==> src/rtl/weight_stream_reader_if.sv <==
// Bundle between one weight BRAM, the stream reader and the neuron MAC:
// BRAM read port plus the valid/ready weight stream.
interface weight_stream_reader_if #(
    parameter int AW = 5,
    parameter int DW = 16
);
    logic [AW-1:0] addr;
    logic          en;
    logic          we;
    logic [DW-1:0] di;
    logic [DW-1:0] do_data;
    logic [DW-1:0] w_data;
    logic          w_valid;
    logic          w_ready;
    logic          w_last;
    logic [AW-1:0] w_index;

    modport master (
        output addr, en, we, di, w_data, w_valid, w_last, w_index,
        input  do_data, w_ready
    );

    modport slave (
        input  addr, en, we, di, w_data, w_valid, w_last, w_index,
        output do_data, w_ready
    );
endinterface

==> src/rtl/weight_stream_reader.sv <==
// Reads every word of a weight BRAM once per start and streams them to the MAC,
// using a credit-limited 2-entry buffer so backpressure never loses a read.
module weight_stream_reader #(
    parameter int DEPTH = 28,
    parameter int AW    = 5,
    parameter int DW    = 16
) (
    input  logic                   clk,
    input  logic                   rst_n,
    input  logic                   start,
    input  logic                   abort,
    output logic                   busy,
    output logic                   done,
    weight_stream_reader_if.master bus
);

    typedef enum logic [1:0] {
        IDLE,
        FETCH,
        DRAIN
    } state_t;

    localparam logic [AW-1:0] LAST_ADDR = AW'(DEPTH - 1);

    state_t        state, state_next;
    logic [AW-1:0] issue_cnt, issue_cnt_next;
    logic [AW-1:0] addr_q, addr_next;
    logic          en_q, en_next;
    logic [1:0]    credit, credit_next;
    logic          done_next;
    logic          accept, issue, flush;
    logic [AW-1:0] issue_addr;

    logic [DW-1:0] buf_data  [2];
    logic [AW-1:0] buf_index [2];
    logic          buf_last  [2];
    logic          rd_ptr, wr_ptr;
    logic [1:0]    count;
    logic          push, pop;

    assign pop  = (count != 2'd0) && bus.w_ready;
    // en_q doubles as the in-flight flag: DO for addr_q arrives at the next edge
    assign push = en_q && !flush;

    always_comb begin
        state_next     = state;
        issue_cnt_next = issue_cnt;
        addr_next      = addr_q;
        en_next        = 1'b0;
        credit_next    = credit;
        done_next      = 1'b0;
        flush          = 1'b0;
        accept         = (state == IDLE) && start && !abort && !done;
        issue_addr     = accept ? '0 : issue_cnt;
        issue          = accept || ((state == FETCH) && ((credit != 2'd0) || pop));

        if (issue) begin
            en_next   = 1'b1;
            addr_next = issue_addr;
            if (issue_addr == LAST_ADDR) begin
                state_next = DRAIN;
            end else begin
                state_next     = FETCH;
                issue_cnt_next = issue_addr + AW'(1);
            end
        end
        credit_next = credit - {1'b0, issue} + {1'b0, pop};

        if ((state == DRAIN) && pop && bus.w_last) begin
            state_next = IDLE;
            done_next  = 1'b1;
        end

        if (abort && (state != IDLE)) begin
            state_next     = IDLE;
            issue_cnt_next = issue_cnt;
            addr_next      = addr_q;
            en_next        = 1'b0;
            credit_next    = 2'd2;
            done_next      = 1'b0;
            flush          = 1'b1;
        end
    end

    always_ff @(posedge clk or negedge rst_n) begin
        if (!rst_n) begin
            state     <= IDLE;
            issue_cnt <= '0;
            addr_q    <= '0;
            en_q      <= 1'b0;
            credit    <= 2'd2;
            done      <= 1'b0;
        end else begin
            state     <= state_next;
            issue_cnt <= issue_cnt_next;
            addr_q    <= addr_next;
            en_q      <= en_next;
            credit    <= credit_next;
            done      <= done_next;
        end
    end

    // Credits guarantee a push never meets a full buffer, so no full check here
    always_ff @(posedge clk or negedge rst_n) begin
        if (!rst_n) begin
            for (int i = 0; i < 2; i++) begin
                buf_data[i]  <= '0;
                buf_index[i] <= '0;
                buf_last[i]  <= 1'b0;
            end
            rd_ptr <= 1'b0;
            wr_ptr <= 1'b0;
            count  <= 2'd0;
        end else if (flush) begin
            rd_ptr <= 1'b0;
            wr_ptr <= 1'b0;
            count  <= 2'd0;
        end else begin
            if (push) begin
                buf_data[wr_ptr]  <= bus.do_data;
                buf_index[wr_ptr] <= addr_q;
                buf_last[wr_ptr]  <= (addr_q == LAST_ADDR);
                wr_ptr            <= ~wr_ptr;
            end
            if (pop) begin
                rd_ptr <= ~rd_ptr;
            end
            count <= count + {1'b0, push} - {1'b0, pop};
        end
    end

    assign bus.addr    = addr_q;
    assign bus.en      = en_q;
    assign bus.we      = 1'b0;
    assign bus.di      = '0;
    assign bus.w_data  = buf_data[rd_ptr];
    assign bus.w_index = buf_index[rd_ptr];
    assign bus.w_last  = buf_last[rd_ptr];
    assign bus.w_valid = (count != 2'd0);
    assign busy        = (state != IDLE);

endmodule

==> src/flat_wrapper.sv <==
// flat-port wrapper written by rule: the top's interface ports become plain ports
module weight_stream_reader_flat 
#(
    parameter int DEPTH = 28,
    parameter int AW    = 5,
    parameter int DW    = 16
)
  (clk, rst_n, start, abort, busy, done, bus_addr, bus_en, bus_we, bus_di, bus_w_data, bus_w_valid, bus_w_last, bus_w_index, bus_do_data, bus_w_ready);
  weight_stream_reader_if #(.AW(AW), .DW(DW)) bus_i ();
  input  logic clk;
  input  logic rst_n;
  input  logic start;
  input  logic abort;
  output logic busy;
  output logic done;
  output wire logic [$bits(bus_i.addr)-1:0] bus_addr;
  output wire logic [$bits(bus_i.en)-1:0] bus_en;
  output wire logic [$bits(bus_i.we)-1:0] bus_we;
  output wire logic [$bits(bus_i.di)-1:0] bus_di;
  output wire logic [$bits(bus_i.w_data)-1:0] bus_w_data;
  output wire logic [$bits(bus_i.w_valid)-1:0] bus_w_valid;
  output wire logic [$bits(bus_i.w_last)-1:0] bus_w_last;
  output wire logic [$bits(bus_i.w_index)-1:0] bus_w_index;
  input wire logic [$bits(bus_i.do_data)-1:0] bus_do_data;
  input wire logic [$bits(bus_i.w_ready)-1:0] bus_w_ready;
  assign bus_addr = bus_i.addr;
  assign bus_en = bus_i.en;
  assign bus_we = bus_i.we;
  assign bus_di = bus_i.di;
  assign bus_w_data = bus_i.w_data;
  assign bus_w_valid = bus_i.w_valid;
  assign bus_w_last = bus_i.w_last;
  assign bus_w_index = bus_i.w_index;
  assign bus_i.do_data = bus_do_data;
  assign bus_i.w_ready = bus_w_ready;
  weight_stream_reader #(.DEPTH(DEPTH), .AW(AW), .DW(DW)) u_core (.clk(clk), .rst_n(rst_n), .start(start), .abort(abort), .busy(busy), .done(done), .bus(bus_i));
endmodule
==> config.mk <==
export PLATFORM = sky130hd
export DESIGN_NAME = weight_stream_reader_flat
export DESIGN_NICKNAME = d
export VERILOG_FILES = /design/src/rtl/weight_stream_reader_if.sv /design/src/rtl/weight_stream_reader.sv /design/src/flat_wrapper.sv
export SDC_FILE = /design/constraint.sdc
export NUM_CORES = 1
export LEC_CHECK = 0
export CORE_MARGIN = 2
export CORE_UTILIZATION = 50
export CTS_CLUSTER_DIAMETER = 200
export DETAILED_ROUTE_END_ITERATION = 6
export PLACE_DENSITY = 0.79
export SLEW_MARGIN = 0
export SYNTH_ARGS = -nofsm -noshare
export SYNTH_HDL_FRONTEND = slang
export SYNTH_SLANG_ARGS = --single-unit
==> constraint.sdc <==
create_clock -name clk -period 2.85 [get_ports clk]
set_input_delay 0.285 -clock clk [delete_from_list [all_inputs] [get_ports clk]]
set_output_delay 0.285 -clock clk [all_outputs]
set_load 0.005 [all_outputs]
Word-level counts from Yosys, hierarchy flattened
Cells that the tools add are included.

word-level totals
  flip-flop bits (word level) = 64
  latch bits = 0
  RAM bits = 0
  bits in read-only memories = 0
  bits of input ports = 21
  output and inout port bits = 48
  logic and storage cells = 93
  memories kept = 0

cells by class
  add/sub/neg operators = 5
  multiply operators = 0
  divide/modulo/power cells = 0
  $lt $le $gt $ge = 3
  equal/unequal tests = 4
  shifts and indexed selects = 0
  mux-type cells = 34
  bitwise logic cells = 7
  reductions and logical operators = 25

operators by type and width
  cell                                                       number
  2-to-1 mux 16 bit                                          4
  bitwise mux 32 bit                                         1
  2-to-1 mux 5 bit                                           5
  demux 16 bit (select 1 bit)                                1
  2-to-1 mux 1 bit                                           13
  2-to-1 mux 2 bit                                           6
  bitwise mux 10 bit                                         1
  == test 5 bit (second input constant)                      2
  logical AND 1 bit                                          10
  nonzero test 2 bit                                         5
  adder 5 x 1 -> 5 bit (second input constant)               1
  demux 5 bit (select 1 bit)                                 1
  inverter 1 bit                                             5
  adder 2 x 1 -> 2 bit                                       2
  greater-or-equal comparator 2 bit (second input constant)  2
  inverter 1 -> 2 bit                                        2
  AND reduction 2 bit                                        2
  subtractor 2 x 1 -> 2 bit                                  2
  zero test 1 bit                                            3
  AND reduction 3 bit                                        1
  nonzero test 3 bit                                         1
  bitwise mux 2 bit                                          1
  == test 2 x 1 -> 1 bit (second input constant)             1
  == test 2 bit (second input constant)                      1
  4 further kinds                                            5

Depth between registers and ports, before layout
  depth after elaboration = 10
  mapped depth = 10
  depth with buffers taken out = 10

Worst setup path after synthesis
OpenSTA, ideal clock, no wires.

  kind = flip-flop to flip-flop
  start = register u_core.state[0]
  end = register u_core.issue_cnt[1]
  library setup time = 128 ps
  arrival = 2190 ps
  required time = 2722 ps
  path slack = 533 ps
  stages on the path, launching flop included = 9
  period minus slack after synthesis = 2317 ps
  path through = dfrtp_1 -> nor4_2 -> nand2_1 -> and2_1 -> ha_1 -> and4b_1 -> a21boi_0 -> o21bai_2 -> mux2_1

on the way
  longest elaborated chain between the ends = 8

RTL lines
  what                                                                          RTL line                    source
  start, declared                                                               weight_stream_reader.sv:25  state_t state, state_next;
  start signal, assigned                                                        weight_stream_reader.sv:94  state <= state_next;
  zero test 2 bit (*)                                                           weight_stream_reader.sv:53  accept = (state == IDLE) && start && !abort && !done;
  logical AND 1 bit (*) (3 in series)                                           weight_stream_reader.sv:53
  2-to-1 mux 5 bit (*)                                                          weight_stream_reader.sv:54  issue_addr = accept ? '0 : issue_cnt;
  net u_core.issue_addr[1]                                                      weight_stream_reader.sv:32  logic [AW-1:0] issue_addr;
  parallel branches: the longest is 3 deep, another holds adder 5 x 1 -> 5 bit  n/a
  end signal, assigned                                                          weight_stream_reader.sv:95  issue_cnt <= issue_cnt_next;
  end, declared                                                                 weight_stream_reader.sv:26  logic [AW-1:0] issue_cnt, issue_cnt_next;

Mark *: on every way through the listed nets, which the timed path passes.
A chain may end at the register's enable or synchronous reset.

Worst setup path after layout
Ends and elaborated chain as after synthesis.

==> results.toml <==
[worst_setup_path]
worstRegToRegCells = 8
setup.worst_path.start_class = "flip-flop"
reg2reg_from = "u_core.state[0]$_DFFE_PN0P_"
reg2reg_slack_ns = 0.46
cp.arrival_ns = 2.60
cp_max_fo = 7
crit_path_top_delay_cell = "dfrtp_1"
crit_chain = "nor4_2, nand2_1, and2_1, ha_1, and4b_1, a21boi_0, o21bai_2, mux2_1"
reg2reg_to = "u_core.issue_cnt[1]$_DFFE_PN0P_"
critPathKind = "flip-flop to flip-flop"
end_kind = "flip-flop"
cp.required_ns = 3.07
max_stage_delay_ns = 0.47

[cts]
ctsResizeCount = 0
htreeDepth = 3
cts_tree = "done"
cts_made_buffers = 9
root_buffer = "clkbuf_8"
cts_buffer_depth = 2
cts_setup_buffers = 0
clock_latency_ns = 0.33
cts_sinks = 64
ctsHoldBuffers = 0
path_clk_slew_ns = 0.07

[floorplan]
die_h_microns = 82.3
io_pins = 69
num_rows = 28
core_sq_um = 5920
dieArea_sq_um = 6780
die_w_microns = 82.3
start_util_pct = 51.8

[grt]
grt.met3_usage_pct = 5.54
grt_max_degree = 47
antenna_found_initial = 0
grt_pass1_vias = 1923
grt-busiest-layer = "met2"
grtUsageMet1_pct = 25.7
grt_pass1_wl_microns = 9320
grtUsageMet2_pct = 27.9
gr-usage-all-layers_pct = 18.6
grt_overflow = 0

[synthesis]
async_flop_share_pct = 100
yosys-top-cells-count = "dfrtp_1, mux2_2, mux2_1"
yosysMostFrequentCell = "dfrtp_1"
yosysTopAreaCell = "dfrtp_1"
syn_area_sq_um = 3070
synth_edf_count = 0
ys_types = 44
synth.area.top_cells = "dfrtp_1, mux2_2, mux2_1"
syn_avg_cell_area_sq_um = 12.4
synth_cells = 247
ys_seq_area_share_pct = 52.3
ys_warn_count = 0
synth.top_cell.area_share_pct = 51.4
synth_seq_cells = 64
synthFlopType = "dfrtp_1"

[timing]
slew_headroom_pct = 34.4
finalSetupViolations = 0
hold-worst-slack_ns = 0.117
period_share_pct = 83.7
finalMaxSlewViolations = 0
finalSetupTns_ns = 0
rsz0062_at_grt = "no"
final.min_clock_period_ns = 2.39
max_freq_ghz = 0.419
tightest_slew_ns = 0.984
finalClockSkew_ns = 0.00435
hold_violations = 0

[route]
drc = 0
ant_nets = 0
firstDrtPassIters = 4
vias = 2034
drt_iter0_markers = 87
wl_per_cell_microns = 14.8
avgViaCountPerCell = 5.23
wl_microns = 5750

[final_layout]
n_antenna_cell = 0
layout-drive-gt1-share_pct = 22.0
final_nets = 335
synthToLayoutAreaGrowth_pct = 23.6

[status]
status = "finished clean"

[power]
peakVddDrop_mv = 0.578
power_density_nw_per_um2 = 1090
p_leak_nw = 1.71

[placement]
dp_hpwl_microns = 4040
io_buffers = 51
gp_congestion = 0.807

[run]
drv_cap = 0

[worst_hold_path]
hold_path.class = "input pin to async pin"
==> per-stage QoR <==
stage	util [%]	cell area, sq um	setup slack [ns]	cells	total power, mW
CTS	64.0	3790	0.462	389	4.19
floorplan	-	3130	0.533	263	2.68
global placement	61.2	3630	0.222	373	3.45
global route	64.0	3790	0.241	389	4.47
finish	64.0	3790	0.465	389	4.15
detailed placement	61.2	3630	0.181	373	3.52
==> flip-flops by register name, indices dropped and copies added, names as in the netlist <==
| register | count |
|---|---|
| u_core.wr_ptr | 1 |
| u_core.bus.en | 1 |
| u_core.credit | 2 |
| u_core.issue_cnt | 5 |
| u_core.done | 1 |
| u_core.buf_last | 2 |
| u_core.bus.addr | 5 |
| u_core.rd_ptr | 1 |
| u_core.buf_data | 32 |
| u_core.count | 2 |
| u_core.buf_index | 10 |
| u_core.state | 2 |
==> layout by cell type (no fill, tap or decap), types with 3 or more instances in the layout <==
| master | count |
|---|---|
| inv_1 | 11 |
| nand3_1 | 5 |
| o21ai_1 | 4 |
| nand2_1 | 15 |
| clkbuf_8 | 10 |
| xnor2_1 | 3 |
| mux2_1 | 27 |
| buf_4 | 8 |
| clkdlybuf4s50_1 | 50 |
| conb_1 | 17 |
| clkinv_2 | 4 |
| nor2_1 | 8 |
| o21ai_0 | 9 |
| dfrtp_1 | 63 |
| mux2_2 | 35 |
| and2_1 | 5 |
| ha_1 | 5 |
| xor2_1 | 3 |
==> layout make-up <==
class,instances,area [sq um]
timing repair buffer,59,566
inverter,13,48.8
tap,75,93.8
clock inverter,4,20.0
multi-input combinational,162,1320
sequential,64,1600
fill,475,2130
clock buffer,12,145
==> report_power, final <==
group / switching [mW] / internal (mW)
registers: 0.267 / 1.33
clock network: 0.328 / 0.334
logic: 0.737 / 1.15
==> critical path: cells and delay by family, from the launching register on <==
family / cells / cell delay, ns
AOI/OAI and AO/OA: 2 / 0.38
adders and majority gates: 1 / 0.23
DFF: 1 / 0.47
muxes: 1 / 0.33
and+or+nand+nor: 4 / 0.86
==> layer usage <==
layer | routed length [microns] | part of all wire (%) | vias up
li1 | - | - | 949
met2 | 2750 | 48 | 49
met5 | 0 | 0 | -
met3 | 286 | 5.0 | 7
met4 | 66 | 1.1 | 0
met1 | 2640 | 46 | 1029
==> how the worst max path moves through the flow <==
| stage | start | endpoint | depth (start not counted) |
|---|---|---|---|
| CTS | u_core.state[0]$_DFFE_PN0P_ | u_core.issue_cnt[1]$_DFFE_PN0P_ | 8 |
| floorplan | u_core.state[0]$_DFFE_PN0P_ | u_core.issue_cnt[1]$_DFFE_PN0P_ | 8 |
| detailed placement | abort | u_core.issue_cnt[1]$_DFFE_PN0P_ | 9 |
| global placement | abort | u_core.issue_cnt[1]$_DFFE_PN0P_ | 9 |
| global route | u_core.state[1]$_DFFE_PN0P_ | u_core.issue_cnt[1]$_DFFE_PN0P_ | 8 |
| finish | u_core.state[0]$_DFFE_PN0P_ | u_core.issue_cnt[1]$_DFFE_PN0P_ | 8 |
==> logic make-up after synthesis <==
group | share of synthesized area (%)
compound gates | 5.92
buf+inv | 6.81
other cells | 0.122
flops | 52.3
mux | 23.1
fa+ha+maj | 2.04
simple gates | 8.04
xor+xnor | 1.71
Power figures use the tool's default switching activity.
